==> config.mk <==
export PLATFORM = sky130hd
export DESIGN_NAME = wash_fsm_multi
export DESIGN_NICKNAME = d
export VERILOG_FILES = /design/src/rtl/wash_pkg.sv /design/src/rtl/wash_tick_gen.sv /design/src/rtl/wash_fsm_multi.sv
export SDC_FILE = /design/constraint.sdc
export NUM_CORES = 1
export LEC_CHECK = 0
export ABC_AREA = 1
export CAP_MARGIN = 20
export CORE_UTILIZATION = 50
export CTS_CLUSTER_SIZE = 10
export DETAILED_ROUTE_END_ITERATION = 10
export HOLD_SLACK_MARGIN = 0.03
export PLACE_DENSITY = 0.72
export SYNTH_ARGS = -nofsm -noshare
export SYNTH_HDL_FRONTEND = slang
export SYNTH_SLANG_ARGS = --single-unit
==> constraint.sdc <==
create_clock -name clk -period 1.45 [get_ports clk]
set_input_delay 0.2175 -clock clk [delete_from_list [all_inputs] [get_ports clk]]
set_output_delay 0.2175 -clock clk [all_outputs]
set_load 0.02 [all_outputs]
==> src/rtl/wash_pkg.sv <==
// Shared encodings for the multi-round washer controller: FSM states,
// motor drive codes and small decode helpers.
package wash_pkg;

    localparam logic [2:0] ST_IDLE  = 3'd0;
    localparam logic [2:0] ST_FWD   = 3'd1;
    localparam logic [2:0] ST_STOP1 = 3'd2;
    localparam logic [2:0] ST_REV   = 3'd3;
    localparam logic [2:0] ST_STOP2 = 3'd4;
    localparam logic [2:0] ST_DONE  = 3'd5;

    typedef enum logic [2:0] {
        S_IDLE  = ST_IDLE,
        S_FWD   = ST_FWD,
        S_STOP1 = ST_STOP1,
        S_REV   = ST_REV,
        S_STOP2 = ST_STOP2,
        S_DONE  = ST_DONE
    } state_e;

    localparam logic [1:0] MOTOR_STOP = 2'b00;
    localparam logic [1:0] MOTOR_FWD  = 2'b01;
    localparam logic [1:0] MOTOR_REV  = 2'b10;

    // Motor code a state drives when not paused.
    function automatic logic [1:0] motor_of(input state_e s);
        logic [1:0] m;
        m = MOTOR_STOP;
        case (s)
            S_FWD:   m = MOTOR_FWD;
            S_REV:   m = MOTOR_REV;
            default: m = MOTOR_STOP;
        endcase
        return m;
    endfunction

    // True for the four states in which a program is running.
    function automatic logic is_run(input state_e s);
        return (s == S_FWD) || (s == S_STOP1) || (s == S_REV) || (s == S_STOP2);
    endfunction

endpackage

==> src/rtl/wash_tick_gen.sv <==
// Prescaler producing a one-clock tick every TICK_DIV enabled clocks.
// clr restarts the count from zero; en low freezes the count and the tick.
module wash_tick_gen #(
    parameter int TICK_DIV = 40000
) (
    input  logic clk,
    input  logic rst,
    input  logic clr,
    input  logic en,
    output logic tick
);

    localparam int CNT_W = (TICK_DIV > 1) ? $clog2(TICK_DIV) : 1;
    localparam logic [CNT_W-1:0] CNT_MAX = CNT_W'(TICK_DIV - 1);

    logic [CNT_W-1:0] cnt_q;
    logic [CNT_W-1:0] cnt_d;

    // Next count: clear wins, otherwise wrap at CNT_MAX while enabled.
    always_comb begin
        cnt_d = cnt_q;
        if (clr) begin
            cnt_d = '0;
        end else if (en) begin
            cnt_d = (cnt_q == CNT_MAX) ? '0 : cnt_q + 1'b1;
        end
    end

    // Prescaler register.
    always_ff @(posedge clk or posedge rst) begin
        if (rst) begin
            cnt_q <= '0;
        end else begin
            cnt_q <= cnt_d;
        end
    end

    assign tick = en && !clr && (cnt_q == CNT_MAX);

endmodule

==> src/rtl/wash_fsm_multi.sv <==
// Multi-round washer controller. Each round runs FWD, STOP1, REV, STOP2
// (stop phases skipped when STOP_T is 0). Supports pause, abort and reports
// busy, current round and seconds left in the current phase. All outputs
// are registered and computed from the next state.
module wash_fsm_multi
    import wash_pkg::*;
#(
    parameter int TICK_DIV = 40000,
    parameter int TIME_W   = 8,
    parameter int ROUND_W  = 4,
    parameter int FWD_T    = 20,
    parameter int REV_T    = 20,
    parameter int STOP_T   = 10
) (
    input  logic               clk,
    input  logic               rst,
    input  logic               start,
    input  logic               pause,
    input  logic               abort,
    input  logic [ROUND_W-1:0] rounds,
    output logic [1:0]         motor,
    output logic               compl_n,
    output logic               busy,
    output logic [ROUND_W-1:0] round_cnt,
    output logic [TIME_W-1:0]  remain,
    output logic [2:0]         state_dbg
);

    localparam logic [TIME_W-1:0] FWD_LEN  = TIME_W'(FWD_T);
    localparam logic [TIME_W-1:0] REV_LEN  = TIME_W'(REV_T);
    localparam logic [TIME_W-1:0] STOP_LEN = TIME_W'(STOP_T);
    localparam logic              SKIP_STOP = (STOP_T == 0);

    state_e             state_q, state_d;
    logic [TIME_W-1:0]  timer_q, timer_d;
    logic [ROUND_W-1:0] round_cnt_q, round_cnt_d;
    logic [ROUND_W-1:0] rounds_q, rounds_d;
    logic [1:0]         motor_q, motor_d;
    logic               compl_n_q, compl_n_d;
    logic               busy_q, busy_d;

    logic accept;
    logic tick;
    logic run_en;
    logic pause_hold;

    // Pause freezes the prescaler only while a program is running.
    assign run_en     = is_run(state_q) && !pause;
    assign pause_hold = is_run(state_q) && pause && !abort;

    wash_tick_gen #(
        .TICK_DIV(TICK_DIV)
    ) u_tick (
        .clk (clk),
        .rst (rst),
        .clr (accept || abort),
        .en  (run_en),
        .tick(tick)
    );

    // Next state, phase timer and round counter; abort overrides everything.
    always_comb begin
        state_d     = state_q;
        timer_d     = timer_q;
        round_cnt_d = round_cnt_q;
        rounds_d    = rounds_q;
        accept      = 1'b0;
        if (abort) begin
            state_d     = S_IDLE;
            timer_d     = '0;
            round_cnt_d = '0;
        end else begin
            case (state_q)
                S_IDLE, S_DONE: begin
                    if (start && (rounds != '0)) begin
                        accept      = 1'b1;
                        rounds_d    = rounds;
                        round_cnt_d = ROUND_W'(1);
                        state_d     = S_FWD;
                        timer_d     = FWD_LEN;
                    end
                end
                default: begin
                    if (tick) begin
                        if (timer_q != TIME_W'(1)) begin
                            timer_d = timer_q - 1'b1;
                        end else begin
                            // Phase ends: pick the next phase or close the round.
                            case (state_q)
                                S_FWD: begin
                                    state_d = SKIP_STOP ? S_REV : S_STOP1;
                                    timer_d = SKIP_STOP ? REV_LEN : STOP_LEN;
                                end
                                S_STOP1: begin
                                    state_d = S_REV;
                                    timer_d = REV_LEN;
                                end
                                S_REV: begin
                                    if (SKIP_STOP) begin
                                        state_d = S_STOP2;
                                    end else begin
                                        state_d = S_STOP2;
                                        timer_d = STOP_LEN;
                                    end
                                end
                                default: begin
                                    state_d = S_STOP2;
                                end
                            endcase
                            // End of round: from REV (stops skipped) or STOP2.
                            if ((state_q == S_STOP2) || ((state_q == S_REV) && SKIP_STOP)) begin
                                if (round_cnt_q == rounds_q) begin
                                    state_d = S_DONE;
                                    timer_d = '0;
                                end else begin
                                    round_cnt_d = round_cnt_q + 1'b1;
                                    state_d     = S_FWD;
                                    timer_d     = FWD_LEN;
                                end
                            end
                        end
                    end
                end
            endcase
        end
    end

    // Registered outputs decoded from the next state.
    always_comb begin
        motor_d   = pause_hold ? MOTOR_STOP : motor_of(state_d);
        compl_n_d = (state_d != S_DONE);
        busy_d    = is_run(state_d);
    end

    // State, timer, round and output registers.
    always_ff @(posedge clk or posedge rst) begin
        if (rst) begin
            state_q     <= S_IDLE;
            timer_q     <= '0;
            round_cnt_q <= '0;
            rounds_q    <= '0;
            motor_q     <= MOTOR_STOP;
            compl_n_q   <= 1'b1;
            busy_q      <= 1'b0;
        end else begin
            state_q     <= state_d;
            timer_q     <= timer_d;
            round_cnt_q <= round_cnt_d;
            rounds_q    <= rounds_d;
            motor_q     <= motor_d;
            compl_n_q   <= compl_n_d;
            busy_q      <= busy_d;
        end
    end

    assign motor     = motor_q;
    assign compl_n   = compl_n_q;
    assign busy      = busy_q;
    assign round_cnt = round_cnt_q;
    assign remain    = timer_q;
    assign state_dbg = state_q;

endmodule
==> summary.md <==
| Metric | Value |
|---|---|
| Mean Syn Cell Area | `7.43 µm²` |
| Max Freq | `0.506 GHz` |
| FP Rows | `24` |
| Clock sinks | `39` |
| Drt total wl | `8440 µm` |
| FF-to-FF setup slack | `-0.52 ns` |
| Detailed-route DRC error count | `1` |
| Synth Instances | `323` |
| Die area | `5080 µm²` |
| Unique masters post-synth | `31` |
| Final period utilization | `1.36` |
| Die span in x | `71.3 µm` |
| Post-synth top area cell | `dfrtp_1` |
| Max-cap violations | `0` |
| FF-to-FF Start | `u_tick.cnt_q[0]` |
| Syn nets | `336` |
| Final setup margin | `-0.525 ns` |
| Worst Tran Pin Value | `0.426 ns` |
| Cts hold-fix bufs | `0` |
| Final hold slack | `0.276 ns` |
| FF-to-FF End | `round_cnt[2]` |
| Initial antenna violation count | `0` |
| Slew Viols, Final | `0` |
| Min cycle time layout | `1.97 ns` |
| CTS tree | `yes` |
| RSZ-0062 raised after global routing | `yes` |
| Outcome | `finished, violations left` |
| Global-route wire length before repair | `11,500 µm` |
| Crit path required time | `1.66 ns` |
| Root Buffer | `clkbuf_8` |
| Placed cell count | `486` |
| Largest net degree at the start of global routing | `40` |
| Diode count | `0` |
| IR drop worst, VDD | `0.707 mV` |
| Worst reg-to-reg path cell count | `11` |
| RD Place Congestion | `0.854` |
| Clk_lat worst skew | `0.30 ns` |
| Worst Setup Start Kind | `flop` |
| Worst setup path category | `reg2reg` |
| Fin cells | `506` |
| Failing checks | `design-rule violations, negative setup slack` |
| Worst hold path class | `in2async` |
| Wirelength per Cell | `16.7 µm` |
| H-tree depth | `2` |
| Nets@finish | `466` |
| Grt total ovfl | `0` |
| Pre-antenna DRT Iters | `8` |
| Max Root-Sink Buffers | `2` |
| Final Hold Fails | `0` |
| Final Instance Area | `3880 µm²` |
| Slew headroom | `0.713` |
| Yosys Warn Count | `0` |
| Pleak | `1.95 nW` |
| Largest cells by area after synthesis | `dfrtp_1 40%, nand2_1 12%, inv_1 6.3%` |
| Total track usage | `0.289` |
| Vias in the first global route | `2,637` |
| Layout cells sized above 1 | `0.432` |
| Core area | `4470 µm²` |
| Sequential share of the synthesized area | `0.407` |
| Initial core utilization | `0.537` |
| WP data arrival | `2.19 ns` |
| Seq cells post-synth | `39` |
| Final setup fails | `35` |
| Via density per instance | `5.73` |
| Power Density | `802 nW/µm²` |
| Synthesized cell area | `2400 µm²` |
| Die Height | `71.3 µm` |
| Antenna Violating Nets Remaining | `0` |
| Synth top area share | `0.396` |
| 1st-iter DRT viols | `275` |
| Final clock skew | `0.0116 ns` |
| Post-synthesis to final-layout area growth | `61.7%` |
| I/O Pins | `28` |
| Worst-path maximum fanout | `7` |
| DP Area | `3450 µm²` |
| Worst-path clk slew | `0.09 ns` |
| Vias | `2,899` |
| Port Buffers | `27` |
| CTS Buf Count | `5` |
| Critical Path End Type | `flop` |
| Hpwl dp | `4830 µm` |
## synthesized netlist by cell type
cell and instances:
nand3_1 24, nor2_1 34, nor3b_1 2, xor2_1 7, nand3_2 4, o21ai_1 1
inv_1 40, a21oi_2 1, dfrtp_1 38, clkinv_2 1, nand2_2 9, nand4_1 6
nor2_2 5, nand3b_1 1, nor3_1 5, inv_2 5, a21oi_1 7, o22ai_1 8
ha_1 4, o21ai_4 1, nor2_4 3, clkinv_1 2, o21ai_0 29, nand2_4 2
nor3_2 3, nand2_1 75, buf_2 1, nor4_1 1, buf_6 1, a32o_1 2
dfstp_2 1
## routing by layer
layer  part of all wire  GRT usage  vias up
met2               0.49      0.492      152
met1               0.40      0.376     1388
met4              0.042     0.0867        0
met5                  0          0        -
li1                   -          -     1316
met3              0.062     0.0534       43
## cells in the final DEF, fill, tap and decap left out, drive strengths merged
cell,instances
nand3,28
nand3b,1
clkdlybuf4s50,8
dlygate4sd2,19
buf,98
nor4,1
inv,46
nor3b,2
o21ai,31
bufinv,1
ha,4
dfstp,1
xor2,7
nor3,8
o22ai,8
a21oi,8
clkinv,3
nor2,42
clkbuf,6
nand2,86
a32o,2
nand4,6
dfrtp,38
## critical path, cell delays in order, from the launching register on
cell      delay [ns]
dfrtp_1         0.40
ha_4            0.16
nand2_4         0.05
nor2_4          0.16
nand2_2         0.11
nor2_4          0.15
nand2_4         0.10
o21ai_4         0.31
nand2_2         0.15
clkinv_4        0.11
nand3_2         0.06
o21ai_1         0.10
## through the flow
stage | util | power [W] | TNS (ns) | worst slack [ns]
after floorplan | - | 0.00170 | -1.69 | -0.118
after global placement | 0.770 | 0.00208 | -8.72 | -0.331
after detailed placement | 0.770 | 0.00210 | -10.06 | -0.424
after CTS | 0.812 | 0.00303 | -7.39 | -0.337
after global routing | 0.868 | 0.00325 | -13.82 | -0.605
final | 0.868 | 0.00311 | -11.29 | -0.525
## flip-flops by register name (all words and copies together), names as in the netlist
name          cells
remain            8
busy              1
state_dbg         3
u_tick.cnt_q     16
motor             2
round_cnt         4
rounds_q          4
compl_n           1
## cell families (layout without fill, tap and decap cells)
group,count (synthesis),in the layout,share of synthesized area
simple gates,174,174,0.348
buf+inv,50,181,0.0823
compound gates,49,49,0.117
flops,39,39,0.407
xor+xnor,7,7,0.0255
fa+ha+maj,4,4,0.0208
## how the worst max path moves through the flow
| stage | to | slack (ns) | start | depth (start not counted) |
|---|---|---|---|---|
| finish | round_cnt[2] | -0.52 | u_tick.cnt_q[0] | 11 |
| global route | round_cnt[2] | -0.60 | u_tick.cnt_q[0] | 11 |
| CTS | motor[1] | -0.34 | u_tick.cnt_q[0] | 14 |
| detailed placement | motor[0] | -0.42 | rounds[0] | 14 |
| global placement | motor[1] | -0.33 | rounds[0] | 14 |
| floorplan | round_cnt[3] | -0.12 | u_tick.cnt_q[0] | 11 |
## repair_timing
action,4_1_cts,5_1_grt
endpoints found under the setup margin,52,35
setup buffers,5,8
pin swaps,6,28
gates resized for setup,37,51
## report_power, final
| part | total, W | internal, W | switching (W) |
|---|---|---|---|
| combinational | 0.000933 | 0.000394 | 0.000539 |
| clock | 0.000964 | 0.000557 | 0.000407 |
| sequential | 0.00122 | 0.00116 | 0.0000519 |
## area by class of cell
class                   count  area [µm²]
multi-input cells         234        1480
well taps                  52        65.1
fillers                   233         592
inverters                  48         199
clock buffers               6        82.6
clock inverters             2        35.0
repair buffers            125        1030
flip-flops and latches     39         985
Note: power is estimated with default switching activity, not from simulation.
